--- src/rtl/multisim_apb_arbiter.sv ---
// Round-robin arbiter that lets NUM_REQ upstream APB requesters share one downstream APB manager path.
// Only one transfer is in flight at a time. The granted payload is registered so that it stays stable downstream.
module multisim_apb_arbiter #(
    parameter int  NUM_REQ    = 2,
    parameter type apb_req_t  = logic,
    parameter type apb_resp_t = logic,
    localparam int IW         = (NUM_REQ > 1) ? $clog2(NUM_REQ) : 1
) (
    input  logic               clk,
    input  logic               rst,
    input  apb_req_t           i_apb_s_req     [NUM_REQ],
    input  logic [NUM_REQ-1:0] i_apb_s_psel,
    input  logic [NUM_REQ-1:0] i_apb_s_penable,
    output logic [NUM_REQ-1:0] o_apb_s_pready,
    output apb_resp_t          o_apb_s_resp    [NUM_REQ],
    output apb_req_t           o_apb_m_req,
    output logic               o_apb_m_psel,
    output logic               o_apb_m_penable,
    input  logic               i_apb_m_pready,
    input  apb_resp_t          i_apb_m_resp,
    output logic               o_grant_vld,
    output logic [IW-1:0]      o_grant_idx
);

    localparam int SW = IW + 1;
    localparam int PW = 2 ** IW;

    typedef enum logic [1:0] {
        IDLE,
        SETUP,
        ACCESS
    } state_t;

    state_t        state;
    logic [IW-1:0] rr_ptr;
    logic [IW-1:0] winner;
    logic          any_req;
    logic [PW-1:0] psel_ext;

    // Arbitration ignores the upstream penable. A requester in its own ACCESS phase just waits.
    logic unused_penable;
    assign unused_penable = ^i_apb_s_penable;

    // Pad psel to a power of two so that every IW-bit candidate index is in range.
    assign psel_ext = PW'(i_apb_s_psel);

    // Search for the first asserted psel, starting at rr_ptr and wrapping modulo NUM_REQ.
    // NOTE: every variable in this block gets a value before it is tested; otherwise a latch is inferred.
    always_comb begin
        logic [SW-1:0] sum;
        winner  = '0;
        any_req = 1'b0;
        sum     = '0;
        for (int k = 0; k < NUM_REQ; k++) begin
            sum = {1'b0, rr_ptr} + SW'(k);
            if (sum >= SW'(NUM_REQ)) begin
                sum = sum - SW'(NUM_REQ);
            end
            if (!any_req && psel_ext[sum[IW-1:0]]) begin
                any_req = 1'b1;
                winner  = sum[IW-1:0];
            end
        end
    end

    // NOTE: sequential state uses non-blocking assignments only, so every register samples pre-edge values.
    always_ff @(posedge clk or posedge rst) begin
        if (rst) begin
            state           <= IDLE;
            rr_ptr          <= '0;
            o_grant_idx     <= '0;
            o_grant_vld     <= 1'b0;
            o_apb_m_req     <= '0;
            o_apb_m_psel    <= 1'b0;
            o_apb_m_penable <= 1'b0;
        end else begin
            unique case (state)
                IDLE: begin
                    if (any_req) begin
                        state        <= SETUP;
                        o_grant_idx  <= winner;
                        o_apb_m_req  <= i_apb_s_req[winner];
                        o_apb_m_psel <= 1'b1;
                        o_grant_vld  <= 1'b1;
                    end
                end
                SETUP: begin
                    state           <= ACCESS;
                    o_apb_m_penable <= 1'b1;
                end
                ACCESS: begin
                    // The downstream transfer always completes, even if the requester has since dropped psel.
                    if (i_apb_m_pready) begin
                        state           <= IDLE;
                        o_apb_m_psel    <= 1'b0;
                        o_apb_m_penable <= 1'b0;
                        o_grant_vld     <= 1'b0;
                        if (o_grant_idx == IW'(NUM_REQ - 1)) begin
                            rr_ptr <= '0;
                        end else begin
                            rr_ptr <= o_grant_idx + IW'(1);
                        end
                    end
                end
                default: begin
                    state           <= IDLE;
                    o_apb_m_psel    <= 1'b0;
                    o_apb_m_penable <= 1'b0;
                    o_grant_vld     <= 1'b0;
                end
            endcase
        end
    end

    // Only the granted port sees the downstream response, and only while in ACCESS.
    always_comb begin
        for (int i = 0; i < NUM_REQ; i++) begin
            o_apb_s_pready[i] = 1'b0;
            o_apb_s_resp[i]   = '0;
            if (state == ACCESS && o_grant_idx == IW'(i)) begin
                o_apb_s_pready[i] = i_apb_m_pready;
                o_apb_s_resp[i]   = i_apb_m_resp;
            end
        end
    end

endmodule

--- config.mk ---
export PLATFORM = sky130hd
export DESIGN_NAME = multisim_apb_arbiter
export DESIGN_NICKNAME = d
export VERILOG_FILES = /design/src/rtl/multisim_apb_arbiter.sv
export SDC_FILE = /design/constraint.sdc
export NUM_CORES = 1
export LEC_CHECK = 0
export CAP_MARGIN = 25
export CELL_PAD_IN_SITES_DETAIL_PLACEMENT = 2
export CELL_PAD_IN_SITES_GLOBAL_PLACEMENT = 2
export CORE_MARGIN = 1.5
export CORE_UTILIZATION = 21
export DETAILED_ROUTE_END_ITERATION = 6
export PLACE_DENSITY_LB_ADDON = 0.1
export SLEW_MARGIN = 15
export SYNTH_ARGS = -nofsm -noshare
export SYNTH_HDL_FRONTEND = slang
export SYNTH_SLANG_ARGS = --single-unit
--- constraint.sdc ---
create_clock -name clk -period 2.95 [get_ports clk]
set_input_delay 0.7375 -clock clk [delete_from_list [all_inputs] [get_ports clk]]
set_output_delay 0.7375 -clock clk [all_outputs]
set_load 0.1 [all_outputs]
Word level (Yosys, flattened, before mapping)
Cells that the tools add are included.

storage, ports and cells
  register bits after elaboration = 7
  input bits = 10
  ROM bits = 0
  output and inout bits = 9
  RAM bits = 0
  logic and storage cells = 58
  memories kept = 0
  latch bits = 0

operators by class
  reductions and logical operators = 10
  multiply operators = 0
  divide/modulo/power cells = 0
  mux-type cells = 25
  equality and inequality tests = 4
  bitwise operators = 4
  shift operators = 0
  add/sub/neg operators = 4
  $lt $le $gt $ge = 5

operators by type and width
  operator                                                    number
  2-to-1 mux 1 bit                                            20
  AND reduction 2 bit                                         4
  one-hot mux 1 bit (3 select lines)                          2
  one-hot mux 2 bit (3 select lines)                          1
  >= comparator 2 bit, second input constant                  2
  less-than comparator 1 x 2 -> 1 bit, second input constant  2
  2-to-1 mux 2 bit                                            2
  != test 2 bit, second input constant                        2
  logical AND 1 bit                                           3
  inverter 1 bit                                              3
  AND reduction 3 bit                                         1
  adder 1 x 1 -> 2 bit, second input constant                 1
  equality test 2 x 1 -> 1 bit, second input constant         1
  equality test 2 bit, second input constant                  1
  >= comparator 1 x 2 -> 1 bit, second input constant         1
  zero test 2 bit                                             1
  inverter 1 -> 2 bit                                         1
  subtractor 1 bit, second input constant                     2
  adder 1 bit, second input constant                          1
  zero test 1 bit                                             1

Depth between registers and ports, before layout
Gate-level depths: netlist (run 1).

  depth after elaboration = 12
  mapped depth = 4
  gate-level depth less buffers = 4

Worst setup path before layout (run 1)
Ideal clock, no wire load.

  kind = reg2out
  from = reg o_grant_idx
  to = out o_apb_s_pready[0]
  arrival = 2,186 ps
  buffers on the path = 0
  stages on the path, launching flop included = 2
  data required time = 2,213 ps
  setup slack = 26 ps
  cell sequence = dfrtp_1 -> nor2_1

between the ends
  cells in the longest elaborated chain, start to end = 3

ends and longest elaborated chain
  element                   line  text
  start: declaration        22    output logic [IW-1:0] o_grant_idx
  start signal: assignment  81    o_grant_idx <= winner;
  inverter 1 bit            120   if (state == ACCESS && o_grant_idx == IW'(i)) begin
  logical AND 1 bit         120
  2-to-1 mux 1 bit          120
  end: declaration          14    output logic [NUM_REQ-1:0] o_apb_s_pready,

No other way between the ends.

Worst setup path after layout (run 1)
  from = in i_apb_m_pready
  to = out o_apb_s_pready[0]

between the ends
  cells in the longest elaborated chain, start to end = 1

ends and longest elaborated chain
  element             line  text
  start: declaration  19    input logic i_apb_m_pready,
  2-to-1 mux 1 bit    120

No other way between the ends.

==> flow_summary.yaml, run 1 <==
routing:
  wire_per_inst_um: 12.66
  drtIter0Drc: 5
  drt_pass1_iterations: 3
  dr_total_vias: 317
  via_per_inst: 4.529
  routed_wl_um: 886
  drtAntennaViolNets: 0
  drc: 0
timing:
  hold_slack_ns: 0.4976
  fin_crit_sh_pct: 84.49
  rsz0062_at_grt: "no"
  skew_ns: 0.006460
  worst_slack_ns: 0.4576
  setup_viol: 0
  slew_viol_final: 0
  hold_violations: 0
  fin_tns_setup_ns: 0
  min_period_ns: 2.492
  relSlewSlack_pct: 81.08
  worstMarginPinSlew_ns: 0.2835
  fmax_ghz: 0.4012
global_route:
  grt.busiest_layer: "met2"
  antenna_found_initial: 0
  grt_max_degree: 8
  grt_use_total_pct: 11.57
  grt_use_met1_pct: 12.40
  grt_pass1_wl_um: 1538
  overflow: 0
  use_met2_pct: 18.53
  grt_pass1_vias: 367
  gr-usage-met3_pct: 7.500
floorplanning:
  ios: 19
  die_area_um2: 1897
  die_width_um: 43.55
  core_um2: 1524
  fp-row-count: 14
  start_util_pct: 22.66
  die_h_um: 43.55
placed_design:
  pre_cts_slack_ns: 0.4589
  dpl.hpwl_um: 751.4
  gp_congestion: 0.6772
  portBuffers: 16
critical_path:
  crit_start: "i_apb_m_pready"
  critPathCaptureType: "output port"
  crit_slowest_cell: "clkdlybuf4s50_1"
  worstPathRequired_ns: 2.21
  slowest_delay_ns: 0.56
  startpoint_type: "input pin"
  r2r_start: "state[0]"
  critPathMaxFanout: 5
  path_cells: "clkdlybuf4s50_1 -> nand2_1 -> nor2_1 -> buf_12"
  cp_data_arrival_time_ns: 1.75
  crit_type: "in2out"
clock_tree:
  root_buffer: "clkbuf_4"
  cts_buffers: 3
  clockBufferDepth: 2
  cts_resized: 0
  cts_sinks: 7
  cts.htree.levels: 1
  tritoncts: "built"
  path_clk_slew_ns: 0.05
  clk_latency_ns: 0.25
  cts_hold_buf: 0
  post_cts_buffers: 0
yosys:
  netlist-cell-type-count: 21
  ys_seq_area_share_pct: 50.72
  syn_inst: 35
  yosysWarnings: 0
  synth_fp_nets: 45
  avgSynthCellArea_um2: 9.867
  netlist_area_um2: 345.3
  synth_seq_cells: 7
final_layout:
  drive_gt1_share_pct: 33.33
  final_cell_mix: "7 x clkdlybuf4s50_1, 7 x dfrtp_1, 5 x buf_4"
  syn2layout_area_growth_pct: 65.58
  nNetsFinal: 65
  diodes: 0
status:
  status: "completed"
min_path:
  hold_start: "rr_ptr"
  hold_path_class: "reg2reg"
job:
  cap_viol_max_count: 0
sequential cells by signal (all words and copies together) (netlist names):
signal,count
state,2
o_grant_idx,1
o_apb_m_penable,1
o_apb_m_req,1
rr_ptr,1
o_grant_vld,1
area by class of cell:
type | instances | area [um^2]
repair buffers | 16 | 187.7
multi-input cells | 24 | 151.4
flip-flops and latches | 7 | 175.2
inverters | 3 | 11.26
clock buffers | 4 | 26.28
fillers | 175 | 952.2
well taps | 16 | 20.02
path summary, 6_finish.rpt:
kind                       slack, ns  cells after the start                end
min in group asynchronous       0.73                      2        o_grant_vld
max in group asynchronous       2.00                      2             rr_ptr
min                             0.50                      2             rr_ptr
min reg2reg                     0.50                      2             rr_ptr
max reg2reg                     1.86                      3        o_grant_idx
max                             0.46                      4  o_apb_s_pready[0]
cell usage after synthesis, drive strengths merged:
library cell | number | area, um^2
nor2b | 1 | 13.76
or2b | 1 | 7.510
a32o | 1 | 10.01
or2 | 1 | 6.260
buf | 1 | 7.510
nand2b | 1 | 6.260
a31oi | 1 | 6.260
nand2 | 5 | 21.27
nor2 | 4 | 20.02
a21bo | 1 | 10.01
and3 | 2 | 17.52
dfrtp | 7 | 175.2
nand3 | 1 | 5.000
a21oi | 2 | 10.01
inv | 3 | 11.26
o21a | 1 | 7.510
o21ai | 2 | 10.01
per-stage QoR:
| step | instance area [um^2] | std cells | utilization, % |
|---|---|---|---|
| global route | 571.8 | 70 | 37.52 |
| global placement | 545.5 | 66 | 35.80 |
| detailed placement | 545.5 | 66 | 35.80 |
| finish | 571.8 | 70 | 37.52 |
| CTS | 571.8 | 70 | 37.52 |
| floorplan | 345.3 | 35 | - |
logic make-up (layout without fill, tap and decap cells):
logic type             count (synthesis)  after routing  share of synthesized area (%)
buffers and inverters                  4             23                          5.435
DFF                                    7              7                          50.73
AOI/OAI and AO/OA                      8              8                          15.58
and+or+nand+nor                       16             16                          28.26
metal layers:
layer | wire (um) | part of all wire, %
met1 | 355 | 40
met4 | 0 | 0
met5 | 0 | 0
met2 | 451 | 51
met3 | 79 | 8.9
critical path, delay by kind of cell:
family / cells / cell delay (ns)
buf+inv: 2 / 0.76
simple gates: 2 / 0.24
Power of run 1 is not shown: default switching activity piles up to over one toggle a cycle in this logic, so the estimate is an artifact.
==> inputs of run 2 (changes only) <==
--- a/config.mk
+++ b/config.mk
@@ -9,7 +9,7 @@
 export CELL_PAD_IN_SITES_DETAIL_PLACEMENT = 2
 export CELL_PAD_IN_SITES_GLOBAL_PLACEMENT = 2
 export CORE_MARGIN = 1.5
-export CORE_UTILIZATION = 21
+export CORE_UTILIZATION = 17
 export DETAILED_ROUTE_END_ITERATION = 6
 export PLACE_DENSITY_LB_ADDON = 0.1
 export SLEW_MARGIN = 15
==> constraint.sdc (replaced) <==
create_clock -name clk -period 2.1 [get_ports clk]
set_input_delay 0.525 -clock clk [delete_from_list [all_inputs] [get_ports clk]]
set_output_delay 0.525 -clock clk [all_outputs]
set_load 0.1 [all_outputs]
==> flow_summary.yaml, run 2 (synthesis gave the netlist of run 1 again) <==
clock_tree:
  cts.htree.levels: 1
  clockBufferDepth: 2
  cts_buffers: 3
  post_cts_buffers: 0
  root_buffer: "clkbuf_4"
  cts_resized: 0
  cts_hold_buf: 0
  path_clk_slew_ns: 0.05
  tritoncts: "built"
  clk_latency_ns: 0.25
  cts_sinks: 7
floorplanning:
  start_util_pct: 17.78
  die_width_um: 48.07
  die_h_um: 48.07
  ios: 19
  core_um2: 1942
  die_area_um2: 2311
  fp-row-count: 16
critical_path:
  critPathCapture: "o_apb_s_pready[1]"
  crit_type: "in2out"
  r2r_slack_ns: 1.04
  critPathCaptureType: "output port"
  slowest_delay_ns: 0.53
  r2r_start: "state[0]"
  path_cells: "clkdlybuf4s50_1 -> and3_4 -> buf_12"
  startpoint_type: "input pin"
  worstRegToRegCells: 3
  rr_endpoint: "o_grant_idx"
  critPathMaxFanout: 4
  cp_data_arrival_time_ns: 1.47
  worstPathRequired_ns: 1.57
  crit_slowest_cell: "clkdlybuf4s50_1"
  crit_start: "i_apb_m_pready"
timing:
  fmax_ghz: 0.5021
  worstMarginPinSlew_ns: 0.2834
  fin_tns_setup_ns: 0
  hold_slack_ns: 0.5014
  rsz0062_at_grt: "no"
  setup_viol: 0
  fin_crit_sh_pct: 94.84
  slew_viol_final: 0
  hold_violations: 0
  relSlewSlack_pct: 81.26
  skew_ns: 0.002409
  min_period_ns: 1.992
final_layout:
  largest_register: "state"
  syn2layout_area_growth_pct: 77.54
  nNetsFinal: 66
  drive_gt1_share_pct: 41.82
  n_fill_cell: 218
  mostFrequentLayoutCell: "clkdlybuf4s50_1"
  area.sequential_um2: 176.4
  diodes: 0
  final_cell_mix: "7 x clkdlybuf4s50_1, 6 x dfrtp_1, 5 x buf_12, 5 x buf_4"
  largest_reg_flops: 2
  final_util_pct: 31.57
  multiInputGateArea_um2: 157.7
placed_design:
  portBuffers: 16
  dpl.hpwl_um: 824.9
  gp_congestion: 0.6833
routing:
  via_per_inst: 4.049
  routed_wl_um: 939
  wire_per_inst_um: 11.45
  drtIter0Drc: 3
  drtAntennaViolNets: 0
  drc: 0
  dr_total_vias: 332
  drt_pass1_iterations: 3
global_route:
  grt_use_total_pct: 9.356
  overflow: 0
  grt_max_degree: 8
  grt_pass1_wl_um: 1476
  antenna_found_initial: 0
  grt_pass1_vias: 361
min_path:
  hold_path_class: "reg2reg"
status:
  status: "completed"
job:
  cap_viol_max_count: 0
## run 2: changes by cell type in the layout (fill, tap and decap cells not counted), sizes merged
cell / previous run / this run
buf: 9 / 10
## run 2: worst min path at each step
stage	end	cells after the start	slack, ns	start
final	o_apb_m_penable	1	0.50	o_apb_m_penable
after global routing	rr_ptr	2	0.53	rr_ptr
after CTS	o_apb_m_penable	1	0.51	o_apb_m_penable
after detailed placement	o_apb_m_penable	1	0.49	o_apb_m_penable
after global placement	o_apb_m_penable	1	0.48	o_apb_m_penable
after floorplan	o_apb_m_penable	1	0.33	rst
## run 2: routing by layer
layer	vias up	track usage (%)	wire length (um)	part of all wire (%)
li1	155	-	-	-
met1	165	9.567	337	36
met2	12	17.07	550	59
met3	0	2.642	52	5.5
met4	0	4.865	0	0
met5	-	0	0	0
## run 2: per-stage QoR
stage          worst slack, ns  std cells  instance area, um^2
4_1_cts                0.07538         82                613.1
3_5_place_dp           0.08810         78                586.8
3_3_place_gp           0.09550         78                586.8
2_1_floorplan          0.07618         35                352.8
5_1_grt                0.05493         82                613.1
6_report                0.1084         82                613.1
## run 2: area by class of cell
type | count | share of cell area, %
clock buffer | 4 | 4.286
inverter | 3 | 1.837
multi-input combinational | 24 | 25.71
sequential | 7 | 28.78
tap | 27 | 5.510
timing repair buffer | 17 | 33.88
## run 2: critical path, delay by kind of cell
kind	cells	cell delay [ns]
and+or+nand+nor	1	0.23
buffers and inverters	2	0.70
Power of run 2 is left out for the same reason.
==> inputs of run 3 (changes only) <==
--- a/config.mk
+++ b/config.mk
@@ -11,6 +11,7 @@
 export CORE_MARGIN = 1.5
 export CORE_UTILIZATION = 17
 export DETAILED_ROUTE_END_ITERATION = 6
+export HOLD_SLACK_MARGIN = 0.02
 export PLACE_DENSITY_LB_ADDON = 0.1
 export SLEW_MARGIN = 15
 export SYNTH_ARGS = -nofsm -noshare
==> results of run 3 <==
No change in the layout: final DEF, timing and power equal those of run 2.
Power of run 3 is left out for the same reason.
==> patch 1: new RTL, flow settings as in run 3 <==
Change the parameter `NUM_REQ` from 2 to 4.
--- a/src/rtl/multisim_apb_arbiter.sv
+++ b/src/rtl/multisim_apb_arbiter.sv
@@ -2,5 +2,5 @@
 // Only one transfer is in flight at a time. The granted payload is registered so that it stays stable downstream.
 module multisim_apb_arbiter #(
-    parameter int  NUM_REQ    = 2,
+    parameter int  NUM_REQ    = 4,
     parameter type apb_req_t  = logic,
     parameter type apb_resp_t = logic,
Interface: changed (6 resized); port bits go from 19 to 30. The function was not compared with the original's and may differ.
==> patch 1 against run 3 <==
Critical path depth unchanged. Highest routed layer is now met4. Register-to-register slack got worse by 0.59 ns. Area after synthesis rose by 76%. Wire length is 83% higher. Synthesized cell count up 80%. Final area is 73% higher. Clock skew about the same. Worst hold slack lost 0.013 ns. Sequential cell count rose by 2. Setup slack worse by 0.0095 ns. Final cell count is 72% higher.
==> patch 1: results (changes against run 3) <==
[outcome]
status=completed

[synthesis]
synthTopCellsByArea=dfrtp_1 (37%), and3_1 (8.2%), ha_1 (8.2%), mux2_4 (4.9%), inv_1 (3.7%)
synth_commonest_cells=dfrtp_1 (9), and3_1 (8), inv_1 (6), nand2_1 (6)
syn_nets=83  ; +84%
synth.avg_cell_area_um2=9.65  ; -2.2%
synth.distinct_cells=26  ; +24%
ys_seq_area_share_pct=37.0  ; -14 points
async_flop_share_pct=100  ; unchanged
synthesis.yosys.warnings=0  ; unchanged

[min_path]
hp-class=flop to flop

[clock_network]
htree_levels=1  ; unchanged
cts_setup_buffers=0  ; unchanged
numCtsBuffers=3  ; unchanged
cts_buffer_depth=2  ; unchanged
insertion_delay_ns=0.26
clk_pin_slew_ns=0.06

[layout]
drive_gt1_share_pct=42.1  ; +0.29 points
antennaDiodeCount=0  ; unchanged
nFillCells=367  ; +68%
fin_nets=116  ; +76%
synthToLayoutAreaGrowth_pct=74.1
fin_cells=141  ; +72%
top_regs=o_grant_idx (2), rr_ptr (2), state (2)

[global_routing]
grt_pass1_vias=646  ; +79%
grt_pass1_wl_um=3060  ; +110%
grt_antenna_before_repair=0  ; unchanged
grt_max_degree=11  ; +3
grt_usage_pct=10.0  ; +0.68 points

[placed_design]
place_area_mm2=0.00103  ; +76%
gp_congestion=0.688  ; +0.73%
dp.cells=137  ; +76%
portBuffers=25  ; +9
hpwl_um=1510  ; +83%
dp_slack_ns=-0.120  ; -0.208 ns

[timing]
skew_ns=0.00224  ; -0.000172 ns
relSlewSlack_pct=76.3  ; -4.9 points

[detailed_routing]
drtIter0Drc=10  ; +7
drt_first_pass_iters=2  ; -1
vias_per_cell=4.30  ; +6.3%
wl_per_cell_um=12.2  ; +6.7%

[worst_setup_path]
arrival_ns=1.48
cp_top_family=buffers and inverters
cpPeakStageDelay_ns=0.54
worst-path-max-fanout=5  ; +1

[pwr]
leakage_nw=0.482
vdd_drop_max_uv=519

patch 1: power breakdown:
part	internal, mW	switching (mW)	leakage, nW
Clock	0.0735	0.0657	0.0150
Sequential	0.264	0.106	0.107
Combinational	0.365	0.776	0.360
Total	0.702	0.948	0.482
patch 1: area by class of cell:
cell class	instances	area share, %
inverters	7	2.48
repair buffers	30	34.5
clock buffers	4	2.48
flip-flops and latches	9	21.5
well taps	46	5.44
multi-input cells	45	33.6
patch 1: path summary, 6_finish.rpt:
| kind | end | start | slack, ns | cells after the start |
|---|---|---|---|---|
| setup / recovery | o_apb_s_pready[2] | i_apb_m_pready | 0.1 | 3 |
| hold / removal | o_apb_m_penable | o_apb_m_penable | 0.49 | 1 |
| setup reg to reg | o_apb_m_req | rr_ptr[1] | 0.45 | 5 |
| hold reg to reg | o_apb_m_penable | o_apb_m_penable | 0.49 | 1 |
| max in group asynchronous | o_grant_idx[1] | rst | 1.29 | 2 |
| min in group asynchronous | o_apb_m_req | rst | 0.53 | 2 |
patch 1: logic make-up after synthesis:
logic type | share of synthesized area (%)
compound gates | 20.0
fa+ha+maj | 8.23
buf+inv | 6.17
flops | 37.0
mux | 8.44
simple gates | 20.2
patch 1: worst register-to-register path, delay by kind of cell (launching register included):
kind            cells  cell delay [ns]
simple gates        1             0.08
compound gates      2             0.30
mux                 2             0.67
flops               1             0.48
patch 1: per-layer routing:
metal  track usage, %  up-vias  routed length, um
met3             1.80        4                 86
met1             10.7      293                681
met2             18.4       23                917
li1                 -      287                  -
met4             5.83        0                 38
met5                0        -                  0
==> patch 2: new RTL, config.mk and constraints of run 3 <==
Without the edit above. Encoding of `state_t`: now one-hot (3 bits for 3 states).
--- a/src/rtl/multisim_apb_arbiter.sv
+++ b/src/rtl/multisim_apb_arbiter.sv
@@ -26,8 +26,8 @@
     localparam int PW = 2 ** IW;
 
-    typedef enum logic [1:0] {
-        IDLE,
-        SETUP,
-        ACCESS
+    typedef enum logic [2:0] {
+        IDLE   = 3'b001,
+        SETUP  = 3'b010,
+        ACCESS = 3'b100
     } state_t;
 
Formal check against the unedited RTL: same outputs for any inputs over 10 cycles, from zero or initial values and one cycle with rst high; not proved beyond that.
==> patch 2 against run 3 <==
Final area up 9.0%. Sequential cell count up 1. Wire length up 14%. Worst hold slack better by 0.0038 ns. Area after synthesis up 16%. Setup slack worse by 0.049 ns. Via count up 14%. Critical path type unchanged.
==> patch 2: results (changes against run 3) <==
[worst_setup_path]
critPathSlowestCell=clkdlybuf4s50_1
reg2regPathDepth=3  ; unchanged
r2r-end=o_apb_m_req
r2r_start=state[0]
cpPeakStageDelay_ns=0.45  ; -0.08 ns
arrival_ns=1.52  ; +0.05 ns
rrSetupSlack_ns=0.68  ; -0.36 ns
worst-path-max-fanout=2  ; -2

[timing]
skew_ns=0.0121  ; +0.00969 ns
worst_pin_slew_ns=0.328  ; +0.0450 ns

[clock_network]
cts-resized-gates=0  ; unchanged
cts_setup_buffers=0  ; unchanged
clk_pin_slew_ns=0.07  ; +0.02 ns
htree_levels=1  ; unchanged
cts-root-buf=clkbuf_4
insertion_delay_ns=0.26

[synthesis]
async_flop_share_pct=100  ; unchanged
synth_ff_type=dfrtp_1
synth-adder-area-share_pct=0  ; unchanged
ys_seq_area_share_pct=50.5  ; -0.25 points
synth_xor_area_share_pct=0  ; unchanged
syn_nets=51  ; +13%
synth_compound_area_share_pct=20.1  ; +4.5 points
synthesis.yosys.warnings=0  ; unchanged
synth.distinct_cells=20  ; -4.8%
synthTopCellsByArea=dfrtp_1 (44%), dfstp_2 (6.6%), a21oi_1 (5.0%), inv_1 (4.7%), nor2_1 (4.7%)
synth_commonest_cells=dfrtp_1 (7), inv_1 (5), nor2_1 (5)

[global_routing]
grt_max_degree=9  ; +1
grt_pass1_wl_um=1630  ; +10%
grt_pass1_vias=395  ; +9.4%
grt_usage_pct=8.98  ; -0.38 points
grt_antenna_before_repair=0  ; unchanged

[placed_design]
gp_congestion=0.640  ; -6.3%
hpwl_um=882  ; +7.0%
portBuffers=16  ; unchanged
place_area_um2=642  ; +9.4%

[outcome]
status=completed

[pwr]
p_sw_share_pct=54.5
vdd_drop_max_uv=567
leakage_nw=0.284

[layout]
nFillCells=262  ; +20%
antennaDiodeCount=0  ; unchanged
drive_gt1_share_pct=35.0  ; -6.8 points
largest_register_ffs=3  ; +1
fin_nets=71  ; +7.6%
max_flop_register=state

[detailed_routing]
drt_first_pass_iters=2  ; -1
vias=377  ; +14%
drtIter0Drc=2  ; -1
routed_wl_um=1070  ; +14%

[min_path]
hp-class=primary input to async pin

patch 2: power groups by stage:
stage	registers, mW	logic (mW)	clock network (mW)
2_1_floorplan	0.530	0.281	0
3_3_place_gp	0.319	0.665	0
3_5_place_dp	0.319	0.670	0
4_1_cts	0.316	0.673	0.137
5_1_grt	0.328	0.697	0.147
6_report	0.313	0.664	0.135
patch 2: final cells by class:
type | instances | share of cell area [%]
Inverter | 5 | 2.81
Clock buffer | 4 | 3.93
Tap cell | 28 | 5.24
Timing Repair Buffer | 16 | 30.0
Multi-Input combinational cell | 27 | 27.7
Sequential cell | 8 | 30.3
patch 2: per-stage QoR:
step | hold slack [ns] | cells | setup WS, ns | total power, mW | util [%]
global placement | 0.483 | 84 | 0.0680 | 0.984 | 29.0
global route | 0.522 | 88 | 0.0112 | 1.17 | 30.2
detailed placement | 0.496 | 84 | 0.0477 | 0.989 | 29.0
finish | 0.505 | 88 | 0.0591 | 1.11 | 30.2
CTS | 0.511 | 88 | 0.0484 | 1.13 | 30.2
floorplan | 0.340 | 41 | 0.0614 | 0.811 | -
patch 2: worst max-delay path by stage:
stage	endpoint	slack [ns]	cells after the start	start
2_1_floorplan	o_apb_s_resp[1]	0.06	3	state[1]
3_3_place_gp	o_apb_s_resp[1]	0.07	4	i_apb_m_resp
3_5_place_dp	o_apb_s_resp[1]	0.05	4	i_apb_m_resp
4_1_cts	o_apb_s_resp[1]	0.05	4	i_apb_m_resp
5_1_grt	o_apb_s_pready[0]	0.01	4	i_apb_m_pready
6_report	o_apb_s_resp[1]	0.06	4	i_apb_m_resp
patch 2: metal layers:
layer	global-route usage (%)	up-vias	part of all wire [%]
li1	-	181	-
met1	10.6	179	45
met2	13.2	14	46
met3	4.09	3	6.9
met4	5.26	0	1.6
met5	0	-	0
patch 2: cells by family after synthesis:
| logic type | count (synthesis) |
|---|---|
| simple gates | 16 |
| compound gates | 11 |
| flops | 8 |
| buf+inv | 6 |
